`config.mk`:
```
export PLATFORM = sky130hd
export DESIGN_NAME = keypad_calculator_top
export DESIGN_NICKNAME = d
export VERILOG_FILES = /design/src/rtl/keypad_calculator_top.sv
export SDC_FILE = /design/constraint.sdc
export NUM_CORES = 1
export LEC_CHECK = 0
export CAP_MARGIN = 20
export CORE_AREA = 3 3 158 160
export DETAILED_ROUTE_END_ITERATION = 6
export DIE_AREA = 0 0 161 163
export HOLD_SLACK_MARGIN = 0.12
export PLACE_DENSITY = 0.72
export RECOVER_POWER = 50
export SYNTH_ARGS = -nofsm -noshare
export SYNTH_HDL_FRONTEND = slang
export SYNTH_SLANG_ARGS = --single-unit
```
`constraint.sdc`:
```
create_clock -name clk -period 9.6 [get_ports clk]
set_input_delay 0.96 -clock clk [delete_from_list [all_inputs] [get_ports clk]]
set_output_delay 0.96 -clock clk [all_outputs]
set_load 0.05 [all_outputs]
```
`src/rtl/keypad_calculator_top.sv`:
```
// 16-bit signed keypad calculator: 4x4 matrix scan/debounce front end feeding
// an operand-entry / arithmetic controller that drives a two's-complement display.

module keypad_input_ctrl #(
  parameter int SCAN_HOLD = 4,
  parameter int DEBOUNCE  = 2
) (
  input  logic       clk,
  input  logic       nRST,
  input  logic [3:0] row_i,
  output logic [3:0] col_o,
  output logic       key_valid_o,
  output logic [3:0] key_o
);
  typedef enum logic [1:0] {
    ST_SCAN     = 2'd0,
    ST_DEBOUNCE = 2'd1,
    ST_DECODE   = 2'd2,
    ST_HELD     = 2'd3
  } ic_state_t;

  ic_state_t  state;
  logic [1:0] col_q;
  logic [3:0] col_oh_q;
  logic [7:0] hold_q;
  logic [7:0] db_q;
  logic [3:0] row_q;
  logic [3:0] key_q;

  // Several rows low at once resolve to the lowest-numbered row.
  function automatic logic [1:0] low_row(input logic [3:0] r);
    if (!r[0]) return 2'd0;
    else if (!r[1]) return 2'd1;
    else if (!r[2]) return 2'd2;
    else return 2'd3;
  endfunction

  always_ff @(posedge clk) begin
    if (!nRST) begin
      state    <= ST_SCAN;
      col_q    <= 2'd0;
      col_oh_q <= 4'b1110;
      hold_q   <= '0;
      db_q     <= '0;
      row_q    <= 4'hF;
      key_q    <= 4'd0;
    end else begin
      case (state)
        ST_SCAN: begin
          if (row_i != 4'hF) begin
            state <= ST_DEBOUNCE;
            row_q <= row_i;
            db_q  <= '0;
          end else if (hold_q == 8'(SCAN_HOLD - 1)) begin
            hold_q   <= '0;
            col_q    <= col_q + 2'd1;
            col_oh_q <= ~(4'b0001 << (col_q + 2'd1));
          end else begin
            hold_q <= hold_q + 8'd1;
          end
        end
        ST_DEBOUNCE: begin
          if (row_i == 4'hF) begin
            state  <= ST_SCAN;
            hold_q <= '0;
          end else if (row_i != row_q) begin
            row_q <= row_i;
            db_q  <= '0;
          end else if (db_q == 8'(DEBOUNCE - 1)) begin
            state <= ST_DECODE;
          end else begin
            db_q <= db_q + 8'd1;
          end
        end
        ST_DECODE: begin
          key_q <= {low_row(row_q), col_q};
          state <= ST_HELD;
        end
        ST_HELD: begin
          if (row_i == 4'hF) begin
            state  <= ST_SCAN;
            hold_q <= '0;
          end
        end
        default: state <= ST_SCAN;
      endcase
    end
  end

  assign col_o       = col_oh_q;
  assign key_valid_o = (state == ST_HELD);
  assign key_o       = key_q;
endmodule

module keypad_gencon #(
  parameter int DATA_W = 16
) (
  input  logic              clk,
  input  logic              nRST,
  input  logic              key_valid_i,
  input  logic [3:0]        key_i,
  output logic [DATA_W-1:0] display_o,
  output logic              complete_o
);
  localparam logic [3:0] K_ADD = 4'd3;
  localparam logic [3:0] K_SUB = 4'd7;
  localparam logic [3:0] K_MUL = 4'd11;
  localparam logic [3:0] K_EQ  = 4'd12;
  localparam logic [3:0] K_CLR = 4'd14;
  localparam logic [3:0] K_NEG = 4'd15;

  typedef enum logic [1:0] {ENTER_A, ENTER_B, DONE} gst_t;
  typedef enum logic [1:0] {OP_ADD, OP_SUB, OP_MUL} op_t;

  gst_t                      gst_q;
  op_t                       op_q;
  logic [DATA_W-1:0]         a_mag_q, b_mag_q;
  logic                      a_neg_q, b_neg_q, a_dig_q, b_dig_q;
  logic                      key_read;
  logic signed [DATA_W-1:0]  display_q;
  logic                      complete_q;

  logic                      is_dig, is_op;
  logic [3:0]                dig;
  op_t                       key_op;
  logic [DATA_W-1:0]         a_app, b_app;
  logic signed [DATA_W-1:0]  result;

  function automatic logic [3:0] digit_val(input logic [3:0] k);
    case (k)
      4'd0, 4'd1, 4'd2:  return k + 4'd1;
      4'd4, 4'd5, 4'd6:  return k;
      4'd8, 4'd9, 4'd10: return k - 4'd1;
      default:           return 4'd0;
    endcase
  endfunction

  // Decimal shift-in wraps modulo 2^DATA_W.
  function automatic logic [DATA_W-1:0] append_digit(input logic [DATA_W-1:0] mag,
                                                      input logic [3:0] d);
    return mag * DATA_W'(10) + DATA_W'(d);
  endfunction

  function automatic logic signed [DATA_W-1:0] apply_sign(input logic [DATA_W-1:0] mag,
                                                          input logic neg);
    return neg ? -$signed(mag) : $signed(mag);
  endfunction

  function automatic logic signed [DATA_W-1:0] alu(input op_t op,
                                                   input logic signed [DATA_W-1:0] a,
                                                   input logic signed [DATA_W-1:0] b);
    logic signed [2*DATA_W-1:0] prod;
    prod = a * b;
    case (op)
      OP_SUB:  return a - b;
      OP_MUL:  return prod[DATA_W-1:0];
      default: return a + b;
    endcase
  endfunction

  always_comb begin
    is_dig = (key_i inside {4'd0, 4'd1, 4'd2, 4'd4, 4'd5, 4'd6, 4'd8, 4'd9, 4'd10, 4'd13});
    is_op  = (key_i == K_ADD) || (key_i == K_SUB) || (key_i == K_MUL);
    dig    = digit_val(key_i);
    case (key_i)
      K_SUB:   key_op = OP_SUB;
      K_MUL:   key_op = OP_MUL;
      default: key_op = OP_ADD;
    endcase
    a_app  = append_digit(a_mag_q, dig);
    b_app  = append_digit(b_mag_q, dig);
    result = alu(op_q, apply_sign(a_mag_q, a_neg_q), apply_sign(b_mag_q, b_neg_q));
  end

  // key_read marks the current press as consumed until the front end releases it.
  always_ff @(posedge clk) begin
    if (!nRST) begin
      gst_q      <= ENTER_A;
      op_q       <= OP_ADD;
      a_mag_q    <= '0;
      b_mag_q    <= '0;
      a_neg_q    <= 1'b0;
      b_neg_q    <= 1'b0;
      a_dig_q    <= 1'b0;
      b_dig_q    <= 1'b0;
      key_read   <= 1'b0;
      display_q  <= '0;
      complete_q <= 1'b0;
    end else if (!key_valid_i) begin
      key_read <= 1'b0;
    end else if (!key_read) begin
      key_read <= 1'b1;
      if (key_i == K_CLR) begin
        gst_q      <= ENTER_A;
        op_q       <= OP_ADD;
        a_mag_q    <= '0;
        b_mag_q    <= '0;
        a_neg_q    <= 1'b0;
        b_neg_q    <= 1'b0;
        a_dig_q    <= 1'b0;
        b_dig_q    <= 1'b0;
        display_q  <= '0;
        complete_q <= 1'b0;
      end else begin
        case (gst_q)
          ENTER_A: begin
            if (is_dig) begin
              a_mag_q   <= a_app;
              a_dig_q   <= 1'b1;
              display_q <= apply_sign(a_app, a_neg_q);
            end else if (key_i == K_NEG && !a_dig_q) begin
              a_neg_q   <= 1'b1;
              display_q <= '0;
            end else if (is_op) begin
              op_q    <= key_op;
              gst_q   <= ENTER_B;
              b_mag_q <= '0;
              b_neg_q <= 1'b0;
              b_dig_q <= 1'b0;
            end
          end
          ENTER_B: begin
            if (is_dig) begin
              b_mag_q   <= b_app;
              b_dig_q   <= 1'b1;
              display_q <= apply_sign(b_app, b_neg_q);
            end else if (key_i == K_NEG && !b_dig_q) begin
              b_neg_q   <= 1'b1;
              display_q <= '0;
            end else if (is_op && !b_dig_q) begin
              op_q <= key_op;
            end else if (key_i == K_EQ) begin
              display_q  <= result;
              complete_q <= 1'b1;
              gst_q      <= DONE;
            end
          end
          DONE: begin
            if (is_dig || key_i == K_NEG) begin
              gst_q      <= ENTER_A;
              op_q       <= OP_ADD;
              complete_q <= 1'b0;
              a_mag_q    <= is_dig ? DATA_W'(dig) : '0;
              a_neg_q    <= !is_dig;
              a_dig_q    <= is_dig;
              display_q  <= is_dig ? DATA_W'(dig) : '0;
              b_mag_q    <= '0;
              b_neg_q    <= 1'b0;
              b_dig_q    <= 1'b0;
            end else if (is_op) begin
              gst_q      <= ENTER_B;
              op_q       <= key_op;
              complete_q <= 1'b0;
              a_mag_q    <= display_q;
              a_neg_q    <= 1'b0;
              a_dig_q    <= 1'b1;
              b_mag_q    <= '0;
              b_neg_q    <= 1'b0;
              b_dig_q    <= 1'b0;
            end
          end
          default: gst_q <= ENTER_A;
        endcase
      end
    end
  end

  assign display_o  = display_q;
  assign complete_o = complete_q;
endmodule

module keypad_calculator_top #(
  parameter int SCAN_HOLD = 4,
  parameter int DEBOUNCE  = 2
) (
  input  logic        clk,
  input  logic        nRST,
  input  logic [3:0]  RowIn,
  output logic [3:0]  ColOut,
  output logic [15:0] display_output,
  output logic        complete
);
  logic       key_valid;
  logic [3:0] key_idx;

  keypad_input_ctrl #(
    .SCAN_HOLD (SCAN_HOLD),
    .DEBOUNCE  (DEBOUNCE)
  ) input_ctrl_inst (
    .clk         (clk),
    .nRST        (nRST),
    .row_i       (RowIn),
    .col_o       (ColOut),
    .key_valid_o (key_valid),
    .key_o       (key_idx)
  );

  keypad_gencon #(
    .DATA_W (16)
  ) gencon_inst (
    .clk         (clk),
    .nRST        (nRST),
    .key_valid_i (key_valid),
    .key_i       (key_idx),
    .display_o   (display_output),
    .complete_o  (complete)
  );
endmodule

```
==> out/qor.txt <==
max cap viols -> 1
final hold viol count -> 0
# IOs -> 27
Max Root-Sink Buffers -> 2
Synth cell types -> 71
top post-synthesis cells by count -> inv_1, nand2_1, ha_1
Yosys warning total -> 0
CTS Hold Buffers Added -> 0
area of the multi-input gates -> 0.0106 mm2
# diodes -> 0
row count -> 56
Switching Share -> 0.254
Fill cells -> 2212
Worst Path Arrival -> 8.47 ns
worst rel slew slack -> -0.924
die width -> 161 um
Total GRT Usage -> 0.282
Reg-to-Reg End -> gencon_inst.display_o[15]$_SDFFE_PN0P_
core area -> 0.0235 mm2
RSZ-0062 raised after global routing -> no
R2R Path Start -> gencon_inst.a_mag_q[0]$_SDFFE_PN0P_
P&R area growth vs syn -> 6.30%
Vias/cell -> 6.01
clk_skew -> 0.00874 ns
number of synthesized flops with an enable pin -> 0
status -> finished with violations
crit end category -> flip-flop
post_cts resized -> 0
largest fanout on the critical path -> 13
sequential-to-total area share from yosys stat -> 0.135
Syn Nets -> 1961
Setup TNS -> 0 ns
Cell Area, Synth -> 0.0134 mm2
ys flop type -> dfxtp_1
R2R Setup Slk -> 1.40 ns
global route overflow -> 0
Critical Path Slowest Stage Cell -> xnor2_1
Yosys top cell by area -> ha_1
r2r worst-path depth -> 25
#FFs+latches synth -> 90
Clock power frac -> 0.482
fin. max-slew vios -> 79
CTS Sinks -> 90
Leak Pwr -> 6.10 nW
Cell Int Power -> 0.000570 W
Most common cell on crit path -> xnor2_1
Final ANT Viol Nets -> 0
port bufs -> 26
combinational group share of total power -> 0.026
first-pass GRT wire length -> 60300 um
hold_sp -> input_ctrl_inst.col_o[2]$_SDFFE_PN1P_
most instantiated library cell after synthesis -> inv_1
worst slew pin tran -> 2.89 ns
Worst-Skew Late Latency -> 0.36 ns
sw power -> 0.000194 W
Max H-tree Level -> 3
CTS tree -> yes
Syn Area/Cell -> 7.77 um2
drc violations -> 0
aggregate routed wire length -> 37100 um
Pre-antenna DRT Iters -> 7
DR iter-0 viols -> 1065
Worst Path Buf+Inv -> 3
via count -> 12200
final setup violating endpoints -> 0
worst vdd ir -> 0.100 mV
register area -> 0.00180 mm2
critical path depth -> 25
Async S/R FF share, synth -> 0
# Post-CTS Setup Buffers -> 0
Hold Path Class -> flip-flop to flip-flop
critical path type -> flip-flop to flip-flop
data required time at the worst endpoint -> 9.88 ns
Wirelength per Cell -> 18.2 um
DIE AREA -> 0.0262 mm2
Final Cycle Share -> 0.854
layout cells sized above 1 -> 0.0309
Fmax -> 0.122 GHz
Yosys top cell area share -> 0.139
type of origin of the critical path -> flip-flop
DP Area -> 0.0139 mm2
Initial Util -> 0.568
Post-DP HPWL -> 29200 um
GP Congestion -> 0.977
worst hold slack -> 0.485 ns
Hold Path Stages -> 2
Clock Tree Root -> clkbuf_16
final instance area -> 0.0142 mm2
vias in the first global route -> 11500
worst hold endpoint -> input_ctrl_inst.col_o[2]$_SDFFE_PN1P_
Power per Cell Area -> 53.8 mW/mm2
die height -> 163 um
largest net degree at the start of global routing -> 79
antenna violations before repair -> 0
final net count -> 1950
largest cells by area after synthesis -> ha_1, dfxtp_1, fa_1
peak per-stage delay on the critical path -> 0.88 ns
Seq pwr share -> 0.492
CP top delay family -> adder cells
time the worst path needs with I/O delays and setup -> 8.20 ns
CTS clk-pin slew, worst paths -> 0.08 ns
Inserted Clock Buffers -> 9
Post-Syn Instances -> 1722
failing checks -> capacitance limit, slew limit
sequential cells by signal, summed over array words and instances, names as in the netlist, named ones only:
| signal | flops |
|---|---|
| gencon_inst.a_dig_q | 1 |
| gencon_inst.a_mag_q | 16 |
| gencon_inst.a_neg_q | 1 |
| gencon_inst.b_dig_q | 1 |
| gencon_inst.b_mag_q | 16 |
| gencon_inst.b_neg_q | 1 |
| gencon_inst.complete_o | 1 |
| gencon_inst.display_o | 16 |
| gencon_inst.gst_q | 2 |
| gencon_inst.key_read | 1 |
| gencon_inst.op_q | 2 |
| input_ctrl_inst.col_o | 4 |
| input_ctrl_inst.col_q | 2 |
| input_ctrl_inst.db_q | 8 |
| input_ctrl_inst.hold_q | 8 |
| input_ctrl_inst.key_o | 4 |
| input_ctrl_inst.row_q | 4 |
| input_ctrl_inst.state | 1 |
layout make-up:
class,instances,area share
clock buffers,9,0.0158
clock inverters,7,0.00607
repair buffers,43,0.0277
well taps,319,0.0281
multi-input cells,1385,0.748
flip-flops and latches,90,0.127
inverters,182,0.0480
placed cells by master (no fill, tap or decap), types with 13 or more instances in the layout:
master and count:
o31ai_1 20, mux2i_1 17, xor2_1 70, nand2_1 170, fa_1 84, and2_1 25, dlygate4sd3_1 21, nor3_1 38
o21ai_0 83, or3_1 16, xnor2_1 106, a211oi_1 14, a21boi_0 13, nor2b_1 73, nor2_1 132, ha_1 149
nand4_1 15, a31oi_1 18, a21o_1 14, a22oi_1 34, o21a_1 17, a21oi_1 73, dfxtp_1 90, nand2b_1 32
buf_4 14, nand3_1 34, inv_1 179
cell families after synthesis:
kind of cell,Yosys count,synth area share
and+or+nand+nor,596,0.221
AOI/OAI and AO/OA,360,0.176
DFF,90,0.135
xor gates and xnor gates,179,0.120
muxes,17,0.0127
adders and majority gates,233,0.265
buffers and inverters,247,0.0706
worst min-delay path: cells and delay by family (launching register included):
kind	cells	cell delay (ns)
AND/OR/NAND/NOR	1	0.05
AO/OA/AOI/OAI	1	0.07
flip-flops	1	0.33
routing by layer:
layer  GRT usage  vias up  part of all wire  wire length, um
met5           0        -                 0                0
met4      0.0774        0             0.028             1040
met3      0.0328       84             0.061             2250
met2       0.483      483              0.48            17600
met1       0.378     5796              0.44            16200
li1            -     5860                 -                -
how the worst max path moves through the flow:
stage | start | to
after CTS | gencon_inst.a_mag_q[0]$_SDFFE_PN0P_ | gencon_inst.display_o[14]$_SDFFE_PN0P_
final | gencon_inst.a_mag_q[0]$_SDFFE_PN0P_ | gencon_inst.display_o[15]$_SDFFE_PN0P_
after detailed placement | gencon_inst.a_mag_q[0]$_SDFFE_PN0P_ | gencon_inst.display_o[14]$_SDFFE_PN0P_
after global routing | gencon_inst.b_mag_q[0]$_SDFFE_PN0P_ | gencon_inst.display_o[14]$_SDFFE_PN0P_
after floorplan | gencon_inst.a_mag_q[0]$_SDFFE_PN0P_ | gencon_inst.display_o[15]$_SDFFE_PN0P_
after global placement | gencon_inst.a_mag_q[0]$_SDFFE_PN0P_ | gencon_inst.display_o[15]$_SDFFE_PN0P_
power by group through the flow:
stage                     combinational, W  clock [W]  sequential, W
after floorplan                  0.0000136          0       0.000385
final                            0.0000198   0.000368       0.000376
after detailed placement         0.0000191          0       0.000385
after global routing             0.0000217   0.000388       0.000377
after global placement           0.0000189          0       0.000385
after CTS                        0.0000191   0.000370       0.000376
stage by stage:
| step | cells | setup slack (ns) | total power (W) | util |
|---|---|---|---|---|
| floorplan | 1722 | 2.37 | 0.000398 | - |
| global placement | 2016 | 1.78 | 0.000404 | 0.589 |
| detailed placement | 2016 | 1.55 | 0.000404 | 0.589 |
| CTS | 2032 | 1.56 | 0.000765 | 0.603 |
| global route | 2035 | 0.931 | 0.000786 | 0.604 |
| finish | 2035 | 1.40 | 0.000765 | 0.604 |
Power figures use the tool's default switching activity.
